**src/rtl/prog_loader.sv**
```systemverilog
// -----------------------------------------------------------------------------
// prog_loader
//
// Instruction-memory writer fed by a byte stream from a host link. A frame is
// a 2-byte word count N (MSB first) followed by N 32-bit words, each sent MSB
// first. Words are written to consecutive word addresses starting at 0 while
// the processor is held in reset; the hold is released once all N words are
// written.
//
// Ports:
//   clk           system clock, all state changes on the rising edge
//   rst           synchronous active-high reset
//   load_req      one-cycle pulse that starts a load (ignored mid-frame)
//   rx_data       incoming byte
//   rx_valid      rx_data is valid this cycle
//   rx_ready      loader accepts a byte this cycle
//   wr_en         instruction memory write strobe, one cycle per word
//   wr_addr       word address being written
//   wr_data       instruction word being written
//   cpu_hold      hold processor in reset while high
//   done          load completed successfully (sticky until next load)
//   err           declared length exceeded DEPTH (sticky until next load)
//   words_loaded  words written in the current or last load
// -----------------------------------------------------------------------------
module prog_loader #(
  parameter int unsigned DEPTH  = 64,
  parameter int unsigned ADDR_W = 6
) (
  input  logic              clk,
  input  logic              rst,
  input  logic              load_req,
  input  logic [7:0]        rx_data,
  input  logic              rx_valid,
  output logic              rx_ready,
  output logic              wr_en,
  output logic [ADDR_W-1:0] wr_addr,
  output logic [31:0]       wr_data,
  output logic              cpu_hold,
  output logic              done,
  output logic              err,
  output logic [15:0]       words_loaded
);

  typedef enum logic [2:0] {
    StIdle,
    StLenHi,
    StLenLo,
    StData,
    StFlush,
    StDone,
    StErr
  } state_e;

  // 17 bits so that DEPTH itself (e.g. 65536) still compares correctly.
  localparam logic [16:0] DepthW = 17'(DEPTH);

  state_e            state_q;
  logic [15:0]       len_q;
  logic [1:0]        byte_cnt_q;
  logic [ADDR_W-1:0] word_idx_q;
  // Only the first three bytes of a word need storing; the fourth arrives
  // on rx_data in the same cycle the word is handed to the write port.
  logic [23:0]       asm_q;

  logic        accept;
  logic [15:0] len_full;
  logic [31:0] word_full;
  logic        last_word;

  assign accept    = rx_valid && rx_ready;
  assign len_full  = {len_q[15:8], rx_data};
  assign word_full = {asm_q, rx_data};
  assign last_word = ({{(16 - ADDR_W){1'b0}}, word_idx_q} == (len_q - 16'd1));

  // Single registered FSM: every output is a register updated together with
  // the state, so rx_ready/cpu_hold change on the same edge as the state.
  always_ff @(posedge clk) begin
    if (rst) begin
      state_q      <= StIdle;
      len_q        <= '0;
      byte_cnt_q   <= '0;
      word_idx_q   <= '0;
      asm_q        <= '0;
      rx_ready     <= 1'b0;
      wr_en        <= 1'b0;
      wr_addr      <= '0;
      wr_data      <= '0;
      cpu_hold     <= 1'b0;
      done         <= 1'b0;
      err          <= 1'b0;
      words_loaded <= '0;
    end else begin
      // Write strobe lasts exactly one cycle; the word counts once written.
      if (wr_en) begin
        wr_en        <= 1'b0;
        words_loaded <= words_loaded + 16'd1;
      end

      unique case (state_q)
        StIdle, StDone, StErr: begin
          if (load_req) begin
            state_q      <= StLenHi;
            rx_ready     <= 1'b1;
            cpu_hold     <= 1'b1;
            done         <= 1'b0;
            err          <= 1'b0;
            words_loaded <= '0;
            byte_cnt_q   <= '0;
            word_idx_q   <= '0;
            len_q        <= '0;
          end
        end

        StLenHi: begin
          if (accept) begin
            len_q   <= {rx_data, 8'h00};
            state_q <= StLenLo;
          end
        end

        StLenLo: begin
          if (accept) begin
            len_q <= len_full;
            if (len_full == 16'd0) begin
              state_q  <= StDone;
              rx_ready <= 1'b0;
              cpu_hold <= 1'b0;
              done     <= 1'b1;
            end else if ({1'b0, len_full} > DepthW) begin
              // Processor stays held: there is no valid program in memory.
              state_q  <= StErr;
              rx_ready <= 1'b0;
              err      <= 1'b1;
            end else begin
              state_q    <= StData;
              byte_cnt_q <= '0;
              word_idx_q <= '0;
            end
          end
        end

        StData: begin
          if (accept) begin
            asm_q      <= word_full[23:0];
            byte_cnt_q <= byte_cnt_q + 2'd1;
            if (byte_cnt_q == 2'd3) begin
              wr_en   <= 1'b1;
              wr_addr <= word_idx_q;
              wr_data <= word_full;
              if (last_word) begin
                state_q  <= StFlush;
                rx_ready <= 1'b0;
              end else begin
                // Advanced here rather than after the write; the index is
                // not observed again until the next word's fourth byte.
                // Skipped on the last word so N==DEPTH never wraps it.
                word_idx_q <= word_idx_q + ADDR_W'(1);
              end
            end
          end
        end

        StFlush: begin
          state_q  <= StDone;
          cpu_hold <= 1'b0;
          done     <= 1'b1;
        end

        default: begin
          state_q <= StIdle;
        end
      endcase
    end
  end

endmodule

```
**config.mk**
```make
export PLATFORM = sky130hd
export DESIGN_NAME = prog_loader
export DESIGN_NICKNAME = d
export VERILOG_FILES = /design/src/rtl/prog_loader.sv
export SDC_FILE = /design/constraint.sdc
export NUM_CORES = 1
export LEC_CHECK = 0
export ABC_CLOCK_PERIOD_IN_PS = 7200
export CORE_AREA = 2 2 107 187
export DETAILED_ROUTE_END_ITERATION = 8
export DIE_AREA = 0 0 109 189
export GPL_TIMING_DRIVEN = 0
export PLACE_DENSITY_LB_ADDON = 0.05
export SYNTH_ARGS = -nofsm -noshare
export SYNTH_HDL_FRONTEND = slang
export SYNTH_SLANG_ARGS = --single-unit
```
**constraint.sdc**
```tcl
create_clock -name clk -period 7.2 [get_ports clk]
set_clock_uncertainty 0.05 [all_clocks]
set_input_delay 1.08 -clock clk [delete_from_list [all_inputs] [get_ports clk]]
set_output_delay 1.08 -clock clk [all_outputs]
set_load 0.03 [all_outputs]
```
* Word level (Yosys, flattened, before mapping) *
Cells that the tools add are included.

storage, ports and cells
  bits in registers = 110
  bits of input ports = 12
  output and inout bits = 59
  word-level logic and storage cells = 112

operators by class
  $add $sub $neg = 4
  order comparisons = 1
  equal/unequal tests = 20
  muxes and demuxes = 50
  bitwise gates (word level) = 3
  reduce and logical (&&, ||, !) cells = 20

operators by type and width
  kind                   number
  $mux 16                5
  $pmux 16 s3            1
  $mux 6                 7
  $mux 3                 8
  $ne 2x2->1 const B     11
  $pmux 6 s3             1
  $add 16x1->16 const B  1
  $eq 6x16->1            1
  $gt 16x7->1 const B    1
  $logic_not 16->1       1
  $mux 1                 16
  $sub 16x1->16 const B  1
  $pmux 3 s5             1
  $reduce_and 4->1       3
  $reduce_and 6->1       2
  $mux 2                 5
  $eq 3x3->1 const B     3
  $pmux 1 s3             3
  $reduce_bool 3->1      3
  $mux 8                 1
  $reduce_and 8->1       1
  $reduce_and 7->1       1
  $add 6x1->6 const B    1
  $eq 3x2->1 const B     2
  other kinds (14)       18

* Longest topological paths before layout *
  depth in word-level cells = 6
  gate-level depth with buffers = 9
  gate-level depth less buffers = 9

* Least setup slack after synthesis *
No wires, ideal clock.

  path type = input-to-reg
  from = in rx_data[3]
  to = reg word_idx_q[4]
  setup time = 70 ps
  arrival = 2707 ps
  required time = 7080 ps
  setup slack = 4373 ps
  cell stages on the path = 7
  path buffers = 0
  cells stage by stage = nor4_1 nand3_1 a21o_1 a21oi_1 nand4_1 or3_1 a21oi_1

on the way
  cells in the longest elaborated chain, start to end = 3
  elaborated cells between the ends (all ways) = 5
  classes of those cells = order compare (1); eq/ne (2); reduce/logical (2)

RTL lines
  what                                             line      text
  from (decl)                                      32        input logic [7:0] rx_data,
  $gt 16x7->1 or $logic_not 16->1 (tied branches)  129, 124
  $ne 2x2->1 (no line)                             -
  $reduce_and 8->1 (no line) (*)                   -
  to (signal assigned)                             157       word_idx_q <= word_idx_q + ADDR_W'(1);
  to (decl)                                        60        logic [ADDR_W-1:0] word_idx_q;

Mark *: on every way between the ends. The rest lies on a longest branch, timed or not.
A chain may end at the register's enable or synchronous reset.

* Worst setup path in the final report *
Same ends and word-level chain as after synthesis.

==> impl_results.md <==
* Worst min path class: register to register
* Fin. max-slew vios at 0
* Syn_nets at 619
* Post-synthesis mux area share at 0.6660%
* Post-CTS setup buffer count at 0
* Area grow syn2layout at 27.62%
* CP Data Arrival Time at about 3800 ps
* RSZ-0062 raised after global routing: no
* Crit path from: rx_data[3]
* Worst setup margin at 3692 ps
* Crit-path max FO at 5
* First-pass GRT wire length at 24630 µm
* N_diodes at 0
* DR vias/cell at 4.828
* DRC Markers at 0
* Synth Instances at 603
* Total die area at between 20000 and 25000 µm²
* Core Region at about 19000 µm²
* Total CTS buffers at 9
* CTS clk-pin slew, worst paths at 80 ps
* Global route overflow at 0
* Vias in the first global route at 4463
* Clock sinks at 110
* Cell row count at between 60 and 70
* Status: completed
* Initial Util at 24.68%
* Primary FF master, synth: dfxtp_1
* Synth Area in Compound Gates at 18.67%
* Clk Latency, worst-skew pair at 360 ps
* Slew headroom at 31.63%
* Vias after detailed routing at 4490
* Cell Pwr Density at 255.7 nW/µm²
* ANT nets after route at 0
* Max-cap violations at 0
* Worst slew pin tran at 1025 ps
* Adder-cell share of the synthesized area at 1.066%
* Bufs on Longest Clock Path at 2
* Mapped Area at between 4000 and 5000 µm²
* Initial antenna violation count at 0
* Post-synth ARST share at 0%
* Die Wd at 109 µm
* PortBufs at just under 70
* Kind of critical path: input port to register
* CTS tree: yes
* XOR/XNOR Fraction of Synth Area at 3.916%
* YS warnings at 0
* WP data required at 7440 ps
* Nets at 700
* Detailed placement HPWL at 11970 µm
* Library cells used by synthesis at 55
* Iter 0 DRT Violations at between 150 and 200
* Router iterations before antenna repair at 4
* RR Endpoint: wr_data[9]$_SDFFE_PP0P_
* Hold_buf cts at 0
* Setup TNS at 0 ps
* Hold Vio Cnt, Final at 0
* Root Buffer: clkbuf_16
* Largest net degree at the start of global routing at 21
* Post-Place Worst Slack at 3285 ps
* CTS resizes at 0
* Post-synth EDFFs at 0
* I/O pin total at 71
* Max Freq at 285.1 MHz
* R2r startpoint: state_q[2]$_SDFFE_PP0P_
* Die Ht at 189 µm
* Final WL at 15670 µm
* Setup crit end: word_idx_q[4]$_SDFFE_PP0P_
* Yosys reg bits at 110
* H-tree Lvls at 3
* Cell Count Post-Placement at 914
* Crit path launch type: input port
* CP Capture Type: register
* Final Hold Slack at 408.6 ps
* Fin crit period at 3508 ps
* VDD IR max at 99.34 µV
* Leak at 1.915 nW
* Tcrit/Tclk final at 48.72%
* Global Route Usage Sum at 15.78%
* Share of post-route cells with drive strength above 1 at 3.919%
* R2r setup slk at 4250 ps
* WL per Instance at about 17 µm
* Final std cells w/o fill at between 900 and 1000
* Main combinational cell family by area after synthesis: simple AND/OR/NAND/NOR gates
* GP Congestion at 0.8645
* Setup violations, final at 0
* Avg Synthesized Cell Area at 7.789 µm²
* Synth Area in Simple Gates at about a quarter
* R2R depth at 9
* Sequential share of the synthesized area at between 40% and 50%
-- placed cells by master (no fill, tap or decap), drive strengths merged, types with 5 or more instances in the layout --
cell | Yosys | routed
nand3 | 12 | 12
o21ai | 17 | 17
dfxtp | 110 | 110
nor4 | 5 | 5
nor2 | 69 | 69
inv | 7 | 12
a22oi | 10 | 10
a21oi | 89 | 89
xnor2 | 12 | 12
nand2 | 151 | 151
nor3 | 8 | 8
clkbuf | 32 | 42
or3 | 7 | 7
nand4 | 5 | 5
clkdlybuf4s50 | 0 | 69
and3 | 5 | 5
xor2 | 9 | 9
-- worst min path at each step --
stage	start	cells after the start	end	slack (ps)
finish	asm_q[21]$_SDFFE_PP0P_	2	asm_q[21]$_SDFFE_PP0P_	410
global route	asm_q[21]$_SDFFE_PP0P_	2	wr_data[29]$_SDFFE_PP0P_	430
CTS	wr_data[28]$_SDFFE_PP0P_	2	wr_data[28]$_SDFFE_PP0P_	410
detailed placement	wr_data[28]$_SDFFE_PP0P_	2	wr_data[28]$_SDFFE_PP0P_	400
global placement	asm_q[18]$_SDFFE_PP0P_	2	asm_q[18]$_SDFFE_PP0P_	400
floorplan	asm_q[16]$_SDFFE_PP0P_	2	wr_data[24]$_SDFFE_PP0P_	380
-- report_power, final --
group          internal [W]  switching, W  leakage, nW
Sequential         0.000631     0.0000223        0.887
Combinational      0.000120      0.000251        0.884
Clock              0.000246      0.000262        0.143
Total              0.000998      0.000535         1.91
-- synth_stat cells, types with 3 or more instances --
master / number / share of area (%)
and3_1: 5 / 0.67
or3_1: 7 / 0.93
nand2b_1: 3 / 0.40
a221o_1: 3 / 0.64
nor3_1: 7 / 0.75
ha_1: 4 / 1.1
a21oi_1: 89 / 9.5
nor2_1: 69 / 5.5
xor2_1: 9 / 1.7
nand2_1: 151 / 12
nand4_1: 5 / 0.67
clkbuf_1: 32 / 2.6
o22ai_1: 3 / 0.40
o2111ai_1: 3 / 0.56
xnor2_1: 12 / 2.2
a21o_1: 3 / 0.48
dfxtp_1: 110 / 47
inv_1: 7 / 0.56
nor4_1: 5 / 0.67
nand3_1: 12 / 1.3
a22oi_1: 10 / 1.6
o21ai_0: 16 / 1.7
-- cells by family (layout without fill, tap and decap cells) --
family                     after synthesis  after routing
AOI/OAI and AO/OA                      147            147
xor gates and xnor gates                21             21
adders and majority gates                4              4
buffers and inverters                   40            126
DFF                                    110            110
muxes                                    3              3
and+or+nand+nor                        278            278
-- metrics by stage --
step	utilization, %	total power [W]	area (µm²)
floorplan	-	0.0009131	4697
global placement	29.90	0.001035	5689
detailed placement	29.97	0.001039	5703
CTS	31.50	0.001553	5995
global route	31.50	0.001617	5995
finish	31.50	0.001533	5995
-- worst max-delay path, cell delays in order --
cell             delay, ps
clkdlybuf4s50_1        630
nor4_1                 530
nand3_1                130
a21o_1                 260
a21oi_1                420
nand4_1                170
or3_1                  370
a21oi_1                140
-- layout make-up --
type                    count  area (µm²)
inverters                   8       30.03
clock buffers              10       229.0
plain buffers              32       120.1
fillers                  2081       13040
well taps                 241       301.5
repair buffers             70       698.2
multi-input cells         453        2351
clock inverters             6       62.56
flip-flops and latches    110        2202
-- sequential cells by signal (all words and copies together) (netlist names), 2 cells and up --
signal and count:
wr_addr 6, len_q 16, word_idx_q 6, asm_q 24, wr_data 32, words_loaded 16, byte_cnt_q 2, state_q 3
-- routing by layer --
| layer | GRT usage, % | share of wire, % | vias to the layer above |
|---|---|---|---|
| met5 | 0 | 0 | - |
| met4 | 8.876 | 5.1 | 0 |
| met3 | 2.719 | 3.3 | 41 |
| met2 | 28.86 | 54 | 107 |
| met1 | 16.49 | 37 | 2105 |
| li1 | - | - | 2237 |
Power figures use the tool's default switching activity.
